## config.mk

```make
export PLATFORM = sky130hd
export DESIGN_NAME = incoming_response_buffer_flat
export DESIGN_NICKNAME = d
export VERILOG_FILES = /design/src/rtl/incoming_response_buffer_if.sv /design/src/rtl/incoming_response_buffer.sv /design/src/flat_wrapper.sv
export SDC_FILE = /design/constraint.sdc
export NUM_CORES = 1
export LEC_CHECK = 0
export ABC_AREA = 0
export BUFFER_PORTS_ARGS = -buffer_cell sky130_fd_sc_hd__clkbuf_2
export CAP_MARGIN = 20
export CORE_AREA = 2 2 162 243
export DETAILED_ROUTE_END_ITERATION = 12
export DIE_AREA = 0 0 164 245
export PLACE_DENSITY = 0.78
export SYNTH_ARGS = -nofsm -noshare
export SYNTH_HDL_FRONTEND = slang
export SYNTH_SLANG_ARGS = --single-unit
```

## constraint.sdc

```tcl
create_clock -name clk -period 11.35 [get_ports clk]
set_input_delay 1.135 -clock clk [delete_from_list [all_inputs] [get_ports clk]]
set_output_delay 1.135 -clock clk [all_outputs]
set_load 0.01 [all_outputs]
```

## src/rtl/incoming_response_buffer_if.sv

```systemverilog
// R-channel beat interface shared by the AXI slave side and the ordering unit side.
interface r_if #(
  parameter int ID_WIDTH   = 4,
  parameter int DATA_WIDTH = 64,
  parameter int RESP_WIDTH = 2
);
  logic [ID_WIDTH-1:0]   id;
  logic [DATA_WIDTH-1:0] data;
  logic [RESP_WIDTH-1:0] resp;
  logic                  last;
  logic                  valid;
  logic                  ready;

  modport receiver (input id, data, resp, last, valid, output ready);
  modport sender   (output id, data, resp, last, valid, input ready);
endinterface

```

## src/rtl/incoming_response_buffer.sv

```systemverilog
// In-order FIFO for AXI R beats between the slave and r_ordering_unit.
// Optional high-water-mark output enabled by INCOMING_RESP_BUF_STATS_EN.
module incoming_response_buffer #(
  parameter int ID_WIDTH     = 4,
  parameter int DATA_WIDTH   = 64,
  parameter int RESP_WIDTH   = 2,
  parameter int DEPTH        = 8,
  parameter int AFULL_THRESH = 6
) (
  input  logic                       clk,
  input  logic                       rst,
  r_if.receiver                      r_in,
  r_if.sender                        r_out,
  output logic [$clog2(DEPTH+1)-1:0] count,
  output logic [$clog2(DEPTH+1)-1:0] bursts,
  output logic                       almost_full,
  output logic                       err_seen,
  input  logic                       err_clr
`ifdef INCOMING_RESP_BUF_STATS_EN
  ,
  output logic [$clog2(DEPTH+1)-1:0] hwm
`endif
);

  localparam int PTR_W   = $clog2(DEPTH);
  localparam int CNT_W   = $clog2(DEPTH+1);
  localparam int ENTRY_W = ID_WIDTH + DATA_WIDTH + RESP_WIDTH + 1;

  logic [ENTRY_W-1:0] mem_r [DEPTH];
  logic [PTR_W-1:0]   wr_ptr_r, rd_ptr_r, wr_ptr_nxt_s, rd_ptr_nxt_s;
  logic [CNT_W-1:0]   count_r, count_nxt_s, bursts_r, bursts_nxt_s;
  logic               afull_r, afull_nxt_s, err_r, err_nxt_s;
  logic               full_s, empty_s, push_s, pop_s, push_last_s, pop_last_s;
  logic [ENTRY_W-1:0] head_s;

  // Handshake decode, head selection and next-state computation.
  always_comb begin
    full_s       = (count_r == CNT_W'(DEPTH));
    empty_s      = (count_r == {CNT_W{1'b0}});
    push_s       = r_in.valid & ~full_s;
    pop_s        = ~empty_s & r_out.ready;
    head_s       = {ENTRY_W{1'b0}};
    wr_ptr_nxt_s = wr_ptr_r;
    rd_ptr_nxt_s = rd_ptr_r;
    count_nxt_s  = count_r;
    bursts_nxt_s = bursts_r;
    err_nxt_s    = err_r;

    if (~empty_s) begin
      head_s = mem_r[rd_ptr_r];
    end else begin
      head_s = {ENTRY_W{1'b0}};
    end
    push_last_s = push_s & r_in.last;
    pop_last_s  = pop_s & head_s[0];

    if (push_s) begin
      if (wr_ptr_r == PTR_W'(DEPTH-1)) begin
        wr_ptr_nxt_s = {PTR_W{1'b0}};
      end else begin
        wr_ptr_nxt_s = wr_ptr_r + PTR_W'(1);
      end
    end else begin
      wr_ptr_nxt_s = wr_ptr_r;
    end

    if (pop_s) begin
      if (rd_ptr_r == PTR_W'(DEPTH-1)) begin
        rd_ptr_nxt_s = {PTR_W{1'b0}};
      end else begin
        rd_ptr_nxt_s = rd_ptr_r + PTR_W'(1);
      end
    end else begin
      rd_ptr_nxt_s = rd_ptr_r;
    end

    case ({push_s, pop_s})
      2'b10:   count_nxt_s = count_r + CNT_W'(1);
      2'b01:   count_nxt_s = count_r - CNT_W'(1);
      default: count_nxt_s = count_r;
    endcase

    case ({push_last_s, pop_last_s})
      2'b10:   bursts_nxt_s = bursts_r + CNT_W'(1);
      2'b01:   bursts_nxt_s = bursts_r - CNT_W'(1);
      default: bursts_nxt_s = bursts_r;
    endcase

    // An error beat arriving with err_clr keeps the flag set.
    if (push_s & r_in.resp[1]) begin
      err_nxt_s = 1'b1;
    end else if (err_clr) begin
      err_nxt_s = 1'b0;
    end else begin
      err_nxt_s = err_r;
    end

    afull_nxt_s = (count_nxt_s >= CNT_W'(AFULL_THRESH));
  end

  // Control state; reset discards all buffered beats immediately.
  always_ff @(posedge clk or posedge rst) begin
    if (rst) begin
      wr_ptr_r <= {PTR_W{1'b0}};
      rd_ptr_r <= {PTR_W{1'b0}};
      count_r  <= {CNT_W{1'b0}};
      bursts_r <= {CNT_W{1'b0}};
      afull_r  <= 1'b0;
      err_r    <= 1'b0;
    end else begin
      wr_ptr_r <= wr_ptr_nxt_s;
      rd_ptr_r <= rd_ptr_nxt_s;
      count_r  <= count_nxt_s;
      bursts_r <= bursts_nxt_s;
      afull_r  <= afull_nxt_s;
      err_r    <= err_nxt_s;
    end
  end

  // Beat storage; contents are qualified by count so need no reset.
  always_ff @(posedge clk) begin
    if (push_s) begin
      mem_r[wr_ptr_r] <= {r_in.id, r_in.data, r_in.resp, r_in.last};
    end
  end

`ifdef INCOMING_RESP_BUF_STATS_EN
  logic [CNT_W-1:0] hwm_r;

  // Peak occupancy since reset.
  always_ff @(posedge clk or posedge rst) begin
    if (rst) begin
      hwm_r <= {CNT_W{1'b0}};
    end else if (count_nxt_s > hwm_r) begin
      hwm_r <= count_nxt_s;
    end else begin
      hwm_r <= hwm_r;
    end
  end

  assign hwm = hwm_r;
`endif

  assign r_in.ready  = ~full_s;
  assign r_out.valid = ~empty_s;
  assign {r_out.id, r_out.data, r_out.resp, r_out.last} = head_s;
  assign count       = count_r;
  assign bursts      = bursts_r;
  assign almost_full = afull_r;
  assign err_seen    = err_r;

endmodule
```

## src/flat_wrapper.sv

```systemverilog
// flat-port wrapper written by rule: the top's interface ports become plain ports
module incoming_response_buffer_flat 
#(
  parameter int ID_WIDTH     = 4,
  parameter int DATA_WIDTH   = 64,
  parameter int RESP_WIDTH   = 2,
  parameter int DEPTH        = 8,
  parameter int AFULL_THRESH = 6
)
  (clk, rst, count, bursts, almost_full, err_seen, err_clr, r_in_id, r_in_data, r_in_resp, r_in_last, r_in_valid, r_in_ready, r_out_id, r_out_data, r_out_resp, r_out_last, r_out_valid, r_out_ready);
  r_if #(.ID_WIDTH(ID_WIDTH), .DATA_WIDTH(DATA_WIDTH), .RESP_WIDTH(RESP_WIDTH)) r_in_i ();
  r_if #(.ID_WIDTH(ID_WIDTH), .DATA_WIDTH(DATA_WIDTH), .RESP_WIDTH(RESP_WIDTH)) r_out_i ();
  input  logic clk;
  input  logic rst;
  output logic [$clog2(DEPTH+1)-1:0] count;
  output logic [$clog2(DEPTH+1)-1:0] bursts;
  output logic almost_full;
  output logic err_seen;
  input  logic err_clr;
  input wire logic [$bits(r_in_i.id)-1:0] r_in_id;
  input wire logic [$bits(r_in_i.data)-1:0] r_in_data;
  input wire logic [$bits(r_in_i.resp)-1:0] r_in_resp;
  input wire logic [$bits(r_in_i.last)-1:0] r_in_last;
  input wire logic [$bits(r_in_i.valid)-1:0] r_in_valid;
  output wire logic [$bits(r_in_i.ready)-1:0] r_in_ready;
  output wire logic [$bits(r_out_i.id)-1:0] r_out_id;
  output wire logic [$bits(r_out_i.data)-1:0] r_out_data;
  output wire logic [$bits(r_out_i.resp)-1:0] r_out_resp;
  output wire logic [$bits(r_out_i.last)-1:0] r_out_last;
  output wire logic [$bits(r_out_i.valid)-1:0] r_out_valid;
  input wire logic [$bits(r_out_i.ready)-1:0] r_out_ready;
  assign r_in_i.id = r_in_id;
  assign r_in_i.data = r_in_data;
  assign r_in_i.resp = r_in_resp;
  assign r_in_i.last = r_in_last;
  assign r_in_i.valid = r_in_valid;
  assign r_in_ready = r_in_i.ready;
  assign r_out_id = r_out_i.id;
  assign r_out_data = r_out_i.data;
  assign r_out_resp = r_out_i.resp;
  assign r_out_last = r_out_i.last;
  assign r_out_valid = r_out_i.valid;
  assign r_out_i.ready = r_out_ready;
  incoming_response_buffer #(.ID_WIDTH(ID_WIDTH), .DATA_WIDTH(DATA_WIDTH), .RESP_WIDTH(RESP_WIDTH), .DEPTH(DEPTH), .AFULL_THRESH(AFULL_THRESH)) u_core (.clk(clk), .rst(rst), .r_in(r_in_i), .r_out(r_out_i), .count(count), .bursts(bursts), .almost_full(almost_full), .err_seen(err_seen), .err_clr(err_clr));
endmodule
```

Word-level counts from Yosys, hierarchy flattened
Memory sizes are Yosys's and may differ from the RTL's.
Index checks and enable logic that the tools add are counted.
{ "totals": {"reg_bits": 16, "latch_bits": 0, "ramBits": 568, "mem_bits_ro": 0, "inputBits": 76, "out_inout_bits": 83, "word_cells": 40, "n_memories": 1} }
{ "op_classes": {"n_addsub": 6, "multipliers": 0, "n_div": 0, "n_lt_le_gt_ge": 1, "n_eq_ne": 7, "shift": 0, "mux": 9, "bitwise": 7, "n_reduce_logical": 3} }
{ "mem_list": {"columns": ["memory", "depth", "word_bits", "read_ports", "rd_clocked_by_memory_dff", "write_ports", "line_no", "source"], "rows": [
  ["u_core.mem_r", 8, 71, 1, 0, 1, "incoming_response_buffer.sv:29", "logic [ENTRY_W-1:0] mem_r [DEPTH];"]
]} }
{ "op_table": {"columns": ["op", "n"], "rows": [
  ["$mux 71", 1],
  ["$pmux 4 s2", 2],
  ["$add 4x1->4 const B", 2],
  ["$sub 4x1->4 const B", 2],
  ["$add 3x1->3 const B", 2],
  ["$eq 3x3->1 const B", 2],
  ["$mux 3", 2],
  ["$and 1x1->1", 5],
  ["$eq 2x1->1 const B", 2],
  ["$eq 2x2->1 const B", 2],
  ["$eq 4x4->1 const B", 1],
  ["$ge 4x3->1 const B", 1],
  ["$logic_not 4->1", 1],
  ["$mux 1", 4],
  ["$reduce_bool 2->1", 2],
  ["$not 1->1", 2]
]} }

Logic depth before layout (Yosys ltp)
Gate-level depths: netlist (run 1).
{ "depth": {"ltp_word": 6, "mapped_depth": 12, "ltp_nobuf": 11} }

Least setup slack after synthesis (run 1)
OpenSTA, ideal clock, no wires.
{ "synth_timing": {"path_type": "input-to-reg", "start": "input port r_in_valid", "end": "memory u_core.mem_r[0][0] in the netlist's numbering, enable pin", "setup_ns": 0.675, "arrival_time_ns": 8.107, "required_ns": 10.675, "slack_ns": 2.568, "path_stages": 3, "path_buffers": 0, "path_cell_list": "and2_4 > clkinv_8 > nor4_1"} }
{ "synth_via": {"elab_chain_len": 3} }
{ "synth_rtl": {"columns": ["item", "line_no", "source"], "rows": [
  ["start: declaration", "flat_wrapper.sv:24", "input wire logic [$bits(r_in_i.valid)-1:0] r_in_valid;"],
  ["$and 1x1->1", "incoming_response_buffer.sv:40", "push_s = r_in.valid & ~full_s;"],
  ["$mux 1", "incoming_response_buffer.sv:122", "if (push_s) begin"],
  ["$mux 1 (not written as such)", "incoming_response_buffer.sv:123", "mem_r[wr_ptr_r] <= {r_in.id, r_in.data, r_in.resp, r_in.last};"],
  ["end: declaration", "incoming_response_buffer.sv:29", null]
]} }
Every way passes these cells.

Worst setup path in the final report (run 1)
{ "layout_timing": {"start": "register u_core.rd_ptr_r[0]", "end": "output port r_out_data[21]"} }
{ "layout_via": {"elab_chain_len": 2} }
{ "layout_rtl": {"columns": ["item", "line_no", "source"], "rows": [
  ["start: declaration", "incoming_response_buffer.sv:30", "logic [PTR_W-1:0] wr_ptr_r, rd_ptr_r, wr_ptr_nxt_s, rd_ptr_nxt_s;"],
  ["start signal: assignment", "incoming_response_buffer.sv:105", "rd_ptr_r <= {PTR_W{1'b0}};"],
  ["start signal: assignment", "incoming_response_buffer.sv:112", "rd_ptr_r <= rd_ptr_nxt_s;"],
  ["$mem_v2 8x71", null, null],
  ["$mux 71", "incoming_response_buffer.sv:49", "if (~empty_s) begin"],
  ["end: declaration", "flat_wrapper.sv:27", "output wire logic [$bits(r_out_i.data)-1:0] r_out_data;"]
]} }
Every way passes these cells.

==> flow_results.xml, run 1 <==
<?xml version="1.0" encoding="UTF-8"?>
<metrics>
  <group name="clock_network">
    <metric name="clock_tree.root_cell" unit="">sky130_fd_sc_hd__clkbuf_16</metric>
    <metric name="ctsHoldBuffers" unit="">0</metric>
    <metric name="cts_inserted_buffers" unit="">50</metric>
    <metric name="clk_slew_on_worst_s_h_paths" unit="ns">0.06</metric>
    <metric name="htreeDepth" unit="">2</metric>
    <metric name="post_cts_resize_count" unit="">0</metric>
    <metric name="clockBufferDepth" unit="">3</metric>
    <metric name="clock_sinks" unit="">584</metric>
    <metric name="tritoncts" unit="">yes</metric>
    <metric name="cts_setup_buffers" unit="">0</metric>
    <metric name="clk_latency" unit="ns">0.58</metric>
  </group>
  <group name="global_route">
    <metric name="use_met1" unit="%">29.9</metric>
    <metric name="first_global_vias" unit="">10800</metric>
    <metric name="grt-ovfl-total" unit="">0</metric>
    <metric name="number_of_antenna_violations_at_the_first_check_in_global_routing" unit="">5</metric>
    <metric name="grt_pass1_wl" unit="µm">64900</metric>
    <metric name="grt_max_degree" unit="">132</metric>
    <metric name="met3_use_gr" unit="%">3.46</metric>
    <metric name="busiest_layer" unit="">met2</metric>
    <metric name="grt_usage" unit="%">22.1</metric>
    <metric name="grt.met2_usage" unit="%">36.8</metric>
  </group>
  <group name="setup_path">
    <metric name="critical-path-slowest-cell" unit="">sky130_fd_sc_hd__buf_12</metric>
    <metric name="crit_path_cell_trace" unit="">buf_12, mux4_2, mux2i_1, nor2_1, clkbuf_2</metric>
    <metric name="worst_setup_path_start_kind" unit="">register</metric>
    <metric name="ff2ff_path_depth" unit="">10</metric>
    <metric name="maximum_net_fanout_on_the_critical_path" unit="">131</metric>
    <metric name="critical_path_s_top_delay_family" unit="">multiplexers</metric>
    <metric name="critical_path_class" unit="">register to primary output</metric>
    <metric name="timing.critical_path.slowest_cell_delay" unit="ns">0.74</metric>
    <metric name="worstSetupEndpointType" unit="">primary output</metric>
    <metric name="critical_path_buf_inv_count" unit="">2</metric>
    <metric name="critical_path_depth" unit="">5</metric>
    <metric name="critical_path_data_arrival_time" unit="ns">3.25</metric>
    <metric name="crit_required" unit="ns">10.22</metric>
  </group>
  <group name="yosys">
    <metric name="ys_seq_elements" unit="">584</metric>
    <metric name="synth_xor_area_share" unit="%">0.272</metric>
    <metric name="synthCells" unit="">1002</metric>
    <metric name="synthesized_area_per_cell" unit="µm²">22.5</metric>
    <metric name="synth-async-reset-ratio" unit="%">2.74</metric>
    <metric name="ys_seq_area_share" unit="%">77.5</metric>
    <metric name="yosys_warnings" unit="">0</metric>
    <metric name="primary_flip_flop_cell_chosen_by_synthesis_mapping" unit="">sky130_fd_sc_hd__edfxtp_1</metric>
    <metric name="synth-edff-count" unit="">568</metric>
    <metric name="synth_largest_type_area_fraction" unit="%">75.7</metric>
    <metric name="synthMuxAreaShare" unit="%">17.5</metric>
    <metric name="ys_types" unit="">38</metric>
    <metric name="synth-compound-area-share" unit="%">0.378</metric>
    <metric name="synth_simple_gate_area_share" unit="%">2.25</metric>
    <metric name="post_synth_fa_ha_maj_area_fraction" unit="%">0.644</metric>
    <metric name="netlist.top_cell.by_area" unit="">sky130_fd_sc_hd__edfxtp_1</metric>
    <metric name="synth_area_leaders" unit="">sky130_fd_sc_hd__edfxtp_1 76%, sky130_fd_sc_hd__mux4_2 14%, sky130_fd_sc_hd__mux2i_1 3.2%</metric>
    <metric name="syn_area" unit="µm²">22500</metric>
    <metric name="largest_family_of_logic_cells_by_synthesized_area" unit="">multiplexers</metric>
    <metric name="syn-num-nets" unit="">1089</metric>
  </group>
  <group name="floorplanning">
    <metric name="io_pins" unit="">159</metric>
    <metric name="rows" unit="">88</metric>
    <metric name="die_w" unit="µm">164</metric>
    <metric name="floorplan.initialDensity" unit="%">59.0</metric>
    <metric name="die_outline_area" unit="µm²">40200</metric>
    <metric name="placeableCoreArea" unit="µm²">38200</metric>
    <metric name="die_h" unit="µm">245</metric>
  </group>
  <group name="routing">
    <metric name="post-route-drc-count" unit="">0</metric>
    <metric name="postRouteWirelength" unit="µm">43200</metric>
    <metric name="ant_nets" unit="">0</metric>
    <metric name="viasPerCell" unit="">6.13</metric>
    <metric name="drt-wirelength-per-cell" unit="µm">25.1</metric>
    <metric name="drt-initial-drc-count" unit="">830</metric>
    <metric name="routed-via-count" unit="">10500</metric>
    <metric name="drtPass1Iterations" unit="">5</metric>
  </group>
  <group name="layout">
    <metric name="area.growth.synth_to_final" unit="%">13.2</metric>
    <metric name="nNetsFinal" unit="">1269</metric>
    <metric name="drive_gt1_share" unit="%">33.8</metric>
    <metric name="final_cells" unit="">1717</metric>
  </group>
  <group name="job">
    <metric name="cap_violations" unit="">0</metric>
  </group>
  <group name="pwr">
    <metric name="total_power_density_per_cell_area" unit="nW/µm²">257</metric>
    <metric name="ir_worst_vdd" unit="mV">0.185</metric>
    <metric name="leakagePower" unit="nW">8.64</metric>
  </group>
  <group name="hold_path">
    <metric name="worst_hold_path.num_cells" unit="">1</metric>
    <metric name="worst_hold_path_type" unit="">register to register</metric>
  </group>
  <group name="timing">
    <metric name="fmax" unit="MHz">228</metric>
    <metric name="timing.final.setup_violations" unit="">0</metric>
    <metric name="fin_worst_skew" unit="ns">0.0216</metric>
    <metric name="finalMaxSlewViolations" unit="">0</metric>
    <metric name="post-route-period-util" unit="%">38.7</metric>
    <metric name="setup-tns-final" unit="ns">0</metric>
    <metric name="worst_slew_pin_slew" unit="ns">1.12</metric>
    <metric name="slew_headroom" unit="%">25.5</metric>
    <metric name="rsz0062_at_grt" unit="">false</metric>
    <metric name="hold_viol_final" unit="">0</metric>
    <metric name="final.hold.worst_slack" unit="ns">0.485</metric>
    <metric name="period_needed" unit="ns">4.39</metric>
  </group>
  <group name="placed_design">
    <metric name="hpwlAfterDp" unit="µm">22700</metric>
    <metric name="port_buffers" unit="">158</metric>
    <metric name="placed_cells_incl_taps" unit="">1625</metric>
    <metric name="routabilityCongestion" unit="">0.759</metric>
  </group>
  <group name="outcome">
    <metric name="run_status" unit="">completed</metric>
  </group>
</metrics>
-- path summary, 6_finish.rpt --
path | start | end | slack, ns
setup reg to reg | u_core.rd_ptr_r[0]$_DFFE_PP0N_ | u_core.bursts[3]$_DFFE_PP0P_ | 7.54
min in group asynchronous | rst | u_core.bursts[3]$_DFFE_PP0P_ | 0.63
max in group asynchronous | rst | u_core.rd_ptr_r[2]$_DFFE_PP0N_ | 10.22
hold / removal | u_core.bursts[3]$_DFFE_PP0P_ | u_core.bursts[3]$_DFFE_PP0P_ | 0.49
setup / recovery | u_core.rd_ptr_r[0]$_DFFE_PP0N_ | r_out_data[21] | 6.96
hold reg to reg | u_core.bursts[3]$_DFFE_PP0P_ | u_core.bursts[3]$_DFFE_PP0P_ | 0.49
-- power by group --
group | internal [W] | switching, W
logic | 0.000912 | 0.00109
clock network | 0.000947 | 0.000734
registers | 0.00270 | 0.000172
-- synth_stat cells (2+ instances only) --
cell and n:
sky130_fd_sc_hd__edfxtp_1 568, sky130_fd_sc_hd__xnor2_1 3, sky130_fd_sc_hd__clkbuf_1 20, sky130_fd_sc_hd__nor4b_1 2
sky130_fd_sc_hd__a21o_1 4, sky130_fd_sc_hd__nor3_1 5, sky130_fd_sc_hd__ha_1 10, sky130_fd_sc_hd__nand2b_1 6
sky130_fd_sc_hd__xor2_1 4, sky130_fd_sc_hd__mux4_2 142, sky130_fd_sc_hd__buf_1 3, sky130_fd_sc_hd__o21ai_0 4
sky130_fd_sc_hd__mux2i_1 73, sky130_fd_sc_hd__a21oi_1 2, sky130_fd_sc_hd__inv_1 6, sky130_fd_sc_hd__buf_6 8
sky130_fd_sc_hd__dfrtp_1 16, sky130_fd_sc_hd__nor2_1 78, sky130_fd_sc_hd__buf_2 19, sky130_fd_sc_hd__nand2_1 11
-- worst register-to-register path: cells and delay by family, from the launching register on --
family,cells,cell delay [ns]
and+or+nand+nor,1,0.08
muxes,3,1.27
buffers and inverters,1,0.75
adders and majority gates,2,0.53
DFF,1,0.62
xor gates and xnor gates,1,0.14
AOI/OAI and AO/OA,2,0.34
-- final cells by class --
class                   count  area, µm²
flip-flops and latches    584      17500
fillers                  2393      12700
multi-input cells         359       4800
clock buffers              57       1280
repair buffers            179        961
well taps                 495        619
clock inverters            31        327
inverters                   8       42.5
diodes                      4       10.0
-- per-layer routing --
layer  up-vias  wire [µm]
met5         -         13
met4         2       1430
met3        76       2550
met2       385      22200
met1      5563      17000
li1       4503          -
-- stage by stage --
step	power [W]	setup WS, ns	instance area [µm²]	util [%]
CTS	0.00663	6.83	25500	66.7
detailed placement	0.00496	7.47	23900	62.5
global route	0.00686	6.63	25500	66.8
finish	0.00655	6.96	25500	66.8
global placement	0.00491	7.51	23900	62.5
floorplan	0.00431	2.57	22500	-
-- flip-flops by register name, summed over array words and instances, names as in the netlist --
signal and flops:
u_core.almost_full 1, u_core.bursts 4, u_core.count 4, u_core.err_seen 1
u_core.mem_r 568, u_core.rd_ptr_r 3, u_core.wr_ptr_r 3
-- kinds of logic after synthesis --
family,count (synthesis)
AO/OA/AOI/OAI,13
XOR/XNOR,7
adder cells (fa/ha/maj),11
buffers and inverters,59
flip-flops,584
multiplexers,217
AND/OR/NAND/NOR,111
-- layout by cell type, fill, tap and decap left out, types with 6 or more instances in the layout --
cell / n
sky130_fd_sc_hd__mux4_2: 142
sky130_fd_sc_hd__dfrtp_1: 13
sky130_fd_sc_hd__clkinv_1: 9
sky130_fd_sc_hd__clkbuf_16: 50
sky130_fd_sc_hd__edfxtp_1: 568
sky130_fd_sc_hd__clkinv_2: 9
sky130_fd_sc_hd__buf_4: 20
sky130_fd_sc_hd__mux2i_1: 73
sky130_fd_sc_hd__bufinv_16: 6
sky130_fd_sc_hd__nand2b_1: 6
sky130_fd_sc_hd__nor2_1: 75
sky130_fd_sc_hd__nand2_1: 11
sky130_fd_sc_hd__clkbuf_1: 7
sky130_fd_sc_hd__inv_1: 6
sky130_fd_sc_hd__ha_1: 10
sky130_fd_sc_hd__clkbuf_2: 158
(Power assumes the default switching activity.)
==> run 2, diff against run 1 <==
Clock period 11.35 ns to 4.1 ns, I/O delays scaled along.
==> run 2 against run 1 <==
Net effect:
- utilization up 0.39 points
- critical endpoint is now r_out_data[52]
- clock skew down 0.0021 ns
- critical path type unchanged
- critical path depth unchanged
==> flow_results.xml, run 2 (synthesis gave the netlist of run 1 again) <==
<?xml version="1.0" encoding="UTF-8"?>
<metrics>
  <group name="global_route">
    <metric name="grt_max_degree" unit="">83</metric>
    <metric name="first_global_vias" unit="">11000</metric>
    <metric name="number_of_antenna_violations_at_the_first_check_in_global_routing" unit="">4</metric>
    <metric name="grt_usage" unit="%">22.1</metric>
    <metric name="grt_pass1_wl" unit="µm">65100</metric>
    <metric name="grt-ovfl-total" unit="">0</metric>
  </group>
  <group name="timing">
    <metric name="post-route-period-util" unit="%">78.6</metric>
    <metric name="worst_slew_pin_slew" unit="ns">1.03</metric>
    <metric name="slew_headroom" unit="%">31.6</metric>
    <metric name="hold_viol_final" unit="">0</metric>
    <metric name="timing.final.setup_violations" unit="">0</metric>
    <metric name="final.hold.worst_slack" unit="ns">0.0199</metric>
    <metric name="rsz0062_at_grt" unit="">false</metric>
    <metric name="finalMaxSlewViolations" unit="">0</metric>
    <metric name="period_needed" unit="ns">3.22</metric>
    <metric name="fmax" unit="MHz">310</metric>
    <metric name="fin_worst_skew" unit="ns">0.0195</metric>
  </group>
  <group name="pwr">
    <metric name="total_power_density_per_cell_area" unit="nW/µm²">712</metric>
    <metric name="ir_worst_vdd" unit="mV">0.698</metric>
    <metric name="leakagePower" unit="nW">8.66</metric>
  </group>
  <group name="setup_path">
    <metric name="crit_required" unit="ns">3.69</metric>
    <metric name="critical_path_class" unit="">register to primary output</metric>
    <metric name="maximum_net_fanout_on_the_critical_path" unit="">60</metric>
    <metric name="worst_setup_path_start_kind" unit="">register</metric>
    <metric name="critical_path_data_arrival_time" unit="ns">2.81</metric>
    <metric name="worstSetupEndpointType" unit="">primary output</metric>
  </group>
  <group name="layout">
    <metric name="drive_gt1_share" unit="%">33.6</metric>
    <metric name="final_core_utilization" unit="%">67.1</metric>
    <metric name="layout_common_cells" unit="">568 x sky130_fd_sc_hd__edfxtp_1, 158 x sky130_fd_sc_hd__clkbuf_2, 142 x sky130_fd_sc_hd__mux4_2</metric>
    <metric name="nNetsFinal" unit="">1269</metric>
    <metric name="area.growth.synth_to_final" unit="%">13.9</metric>
    <metric name="flip_flop_count_of_the_largest_register_after_layout" unit="">568</metric>
    <metric name="mostFrequentLayoutCell" unit="">sky130_fd_sc_hd__edfxtp_1</metric>
    <metric name="max_flop_register" unit="">u_core.mem_r</metric>
    <metric name="n_fill_cell" unit="">2349</metric>
  </group>
  <group name="placed_design">
    <metric name="port_buffers" unit="">158</metric>
    <metric name="routabilityCongestion" unit="">0.740</metric>
    <metric name="hpwlAfterDp" unit="µm">22300</metric>
  </group>
  <group name="floorplanning">
    <metric name="die_w" unit="µm">164</metric>
    <metric name="die_h" unit="µm">245</metric>
    <metric name="placeableCoreArea" unit="µm²">38200</metric>
    <metric name="io_pins" unit="">159</metric>
    <metric name="die_outline_area" unit="µm²">40200</metric>
    <metric name="floorplan.initialDensity" unit="%">59.0</metric>
    <metric name="rows" unit="">88</metric>
  </group>
  <group name="clock_network">
    <metric name="htreeDepth" unit="">2</metric>
    <metric name="tritoncts" unit="">yes</metric>
    <metric name="clockBufferDepth" unit="">3</metric>
    <metric name="clk_slew_on_worst_s_h_paths" unit="ns">0.07</metric>
    <metric name="clock_tree.root_cell" unit="">sky130_fd_sc_hd__clkbuf_16</metric>
    <metric name="clk_latency" unit="ns">0.58</metric>
    <metric name="clock_sinks" unit="">584</metric>
    <metric name="cts_inserted_buffers" unit="">50</metric>
  </group>
  <group name="routing">
    <metric name="ant_nets" unit="">0</metric>
    <metric name="drtPass1Iterations" unit="">5</metric>
    <metric name="viasPerCell" unit="">6.06</metric>
    <metric name="routed-via-count" unit="">10400</metric>
    <metric name="drt-wirelength-per-cell" unit="µm">25.0</metric>
    <metric name="drt-initial-drc-count" unit="">874</metric>
    <metric name="postRouteWirelength" unit="µm">42900</metric>
    <metric name="post-route-drc-count" unit="">0</metric>
  </group>
  <group name="outcome">
    <metric name="run_status" unit="">completed</metric>
  </group>
  <group name="hold_path">
    <metric name="worst_hold_path_type" unit="">primary input to register</metric>
  </group>
  <group name="job">
    <metric name="cap_violations" unit="">0</metric>
  </group>
</metrics>
==> run 2: cell types whose count changed in the layout (fill, tap and decap cells not counted), sizes merged <==
cell / previous run / this run
clkbuf: 215 / 220
clkinvlp: 1 / 4
inv: 12 / 9
diode: 4 / 2
buf: 21 / 20
clkinv: 20 / 19
dlygate4sd3: 0 / 1
==> run 2: stage by stage <==
step	setup TNS, ns	setup slack [ns]	area, µm²	cells	total power, W
detailed placement	0	1.05	24000	1624	0.0138
global route	0	0.709	25600	1718	0.0191
CTS	0	0.809	25600	1717	0.0185
floorplan	-140.83	-0.448	22600	1002	0.0119
finish	0	0.876	25700	1719	0.0183
global placement	0	1.15	24000	1624	0.0137
==> run 2: what timing repair did <==
action                                 4_1_cts  5_1_grt
gates resized for setup                      0        0
endpoints found under the hold margin       16        0
setup buffers                                0        0
hold buffers                                 1        0
==> run 2: path summary, 6_finish.rpt <==
check	slack, ns	cells past startpoint	end	startpoint
setup reg to reg	1.01	10	u_core.almost_full$_DFF_PP0_	u_core.count[2]$_DFF_PP0_
hold reg to reg	0.51	1	u_core.bursts[3]$_DFFE_PP0P_	u_core.bursts[3]$_DFFE_PP0P_
max in group asynchronous	3.17	3	u_core.rd_ptr_r[0]$_DFFE_PP0N_	rst
hold / removal	0.02	2	u_core.err_seen$_DFFE_PP0P_	err_clr
min in group asynchronous	0.44	3	u_core.bursts[3]$_DFFE_PP0P_	rst
setup / recovery	0.88	5	r_out_data[52]	u_core.rd_ptr_r[1]$_DFFE_PP0N_
==> run 2: final cells by class <==
type                            count  area, µm²  area share (%)
Timing Repair Buffer              179       1060            4.15
Multi-Input combinational cell    359       4830            18.8
Antenna cell                        2       5.00          0.0195
Clock inverter                     30        325            1.27
Inverter                            8       42.5           0.166
Tap cell                          495        619            2.41
Clock buffer                       62       1300            5.05
Sequential cell                   584      17500            68.1
==> run 2: worst max-delay path: stages (launching register included) <==
cell	delay, ns
sky130_fd_sc_hd__dfrtp_4	0.46
sky130_fd_sc_hd__buf_4	0.68
sky130_fd_sc_hd__mux4_2	0.41
sky130_fd_sc_hd__mux2i_1	0.37
sky130_fd_sc_hd__nor2_1	0.08
sky130_fd_sc_hd__clkbuf_2	0.17
==> run 2: where the power goes <==
group          switching (W)  internal, W
Sequential          0.000330      0.00747
Combinational        0.00319      0.00259
Clock                0.00204      0.00264
==> run 2: layer usage <==
metal,vias up,global-route usage [%],wire length [µm]
met3,79,3.77,2710
met2,358,37.6,22500
li1,4503,-,-
met5,-,0,26
met1,5476,29.2,16400
met4,4,7.46,1200
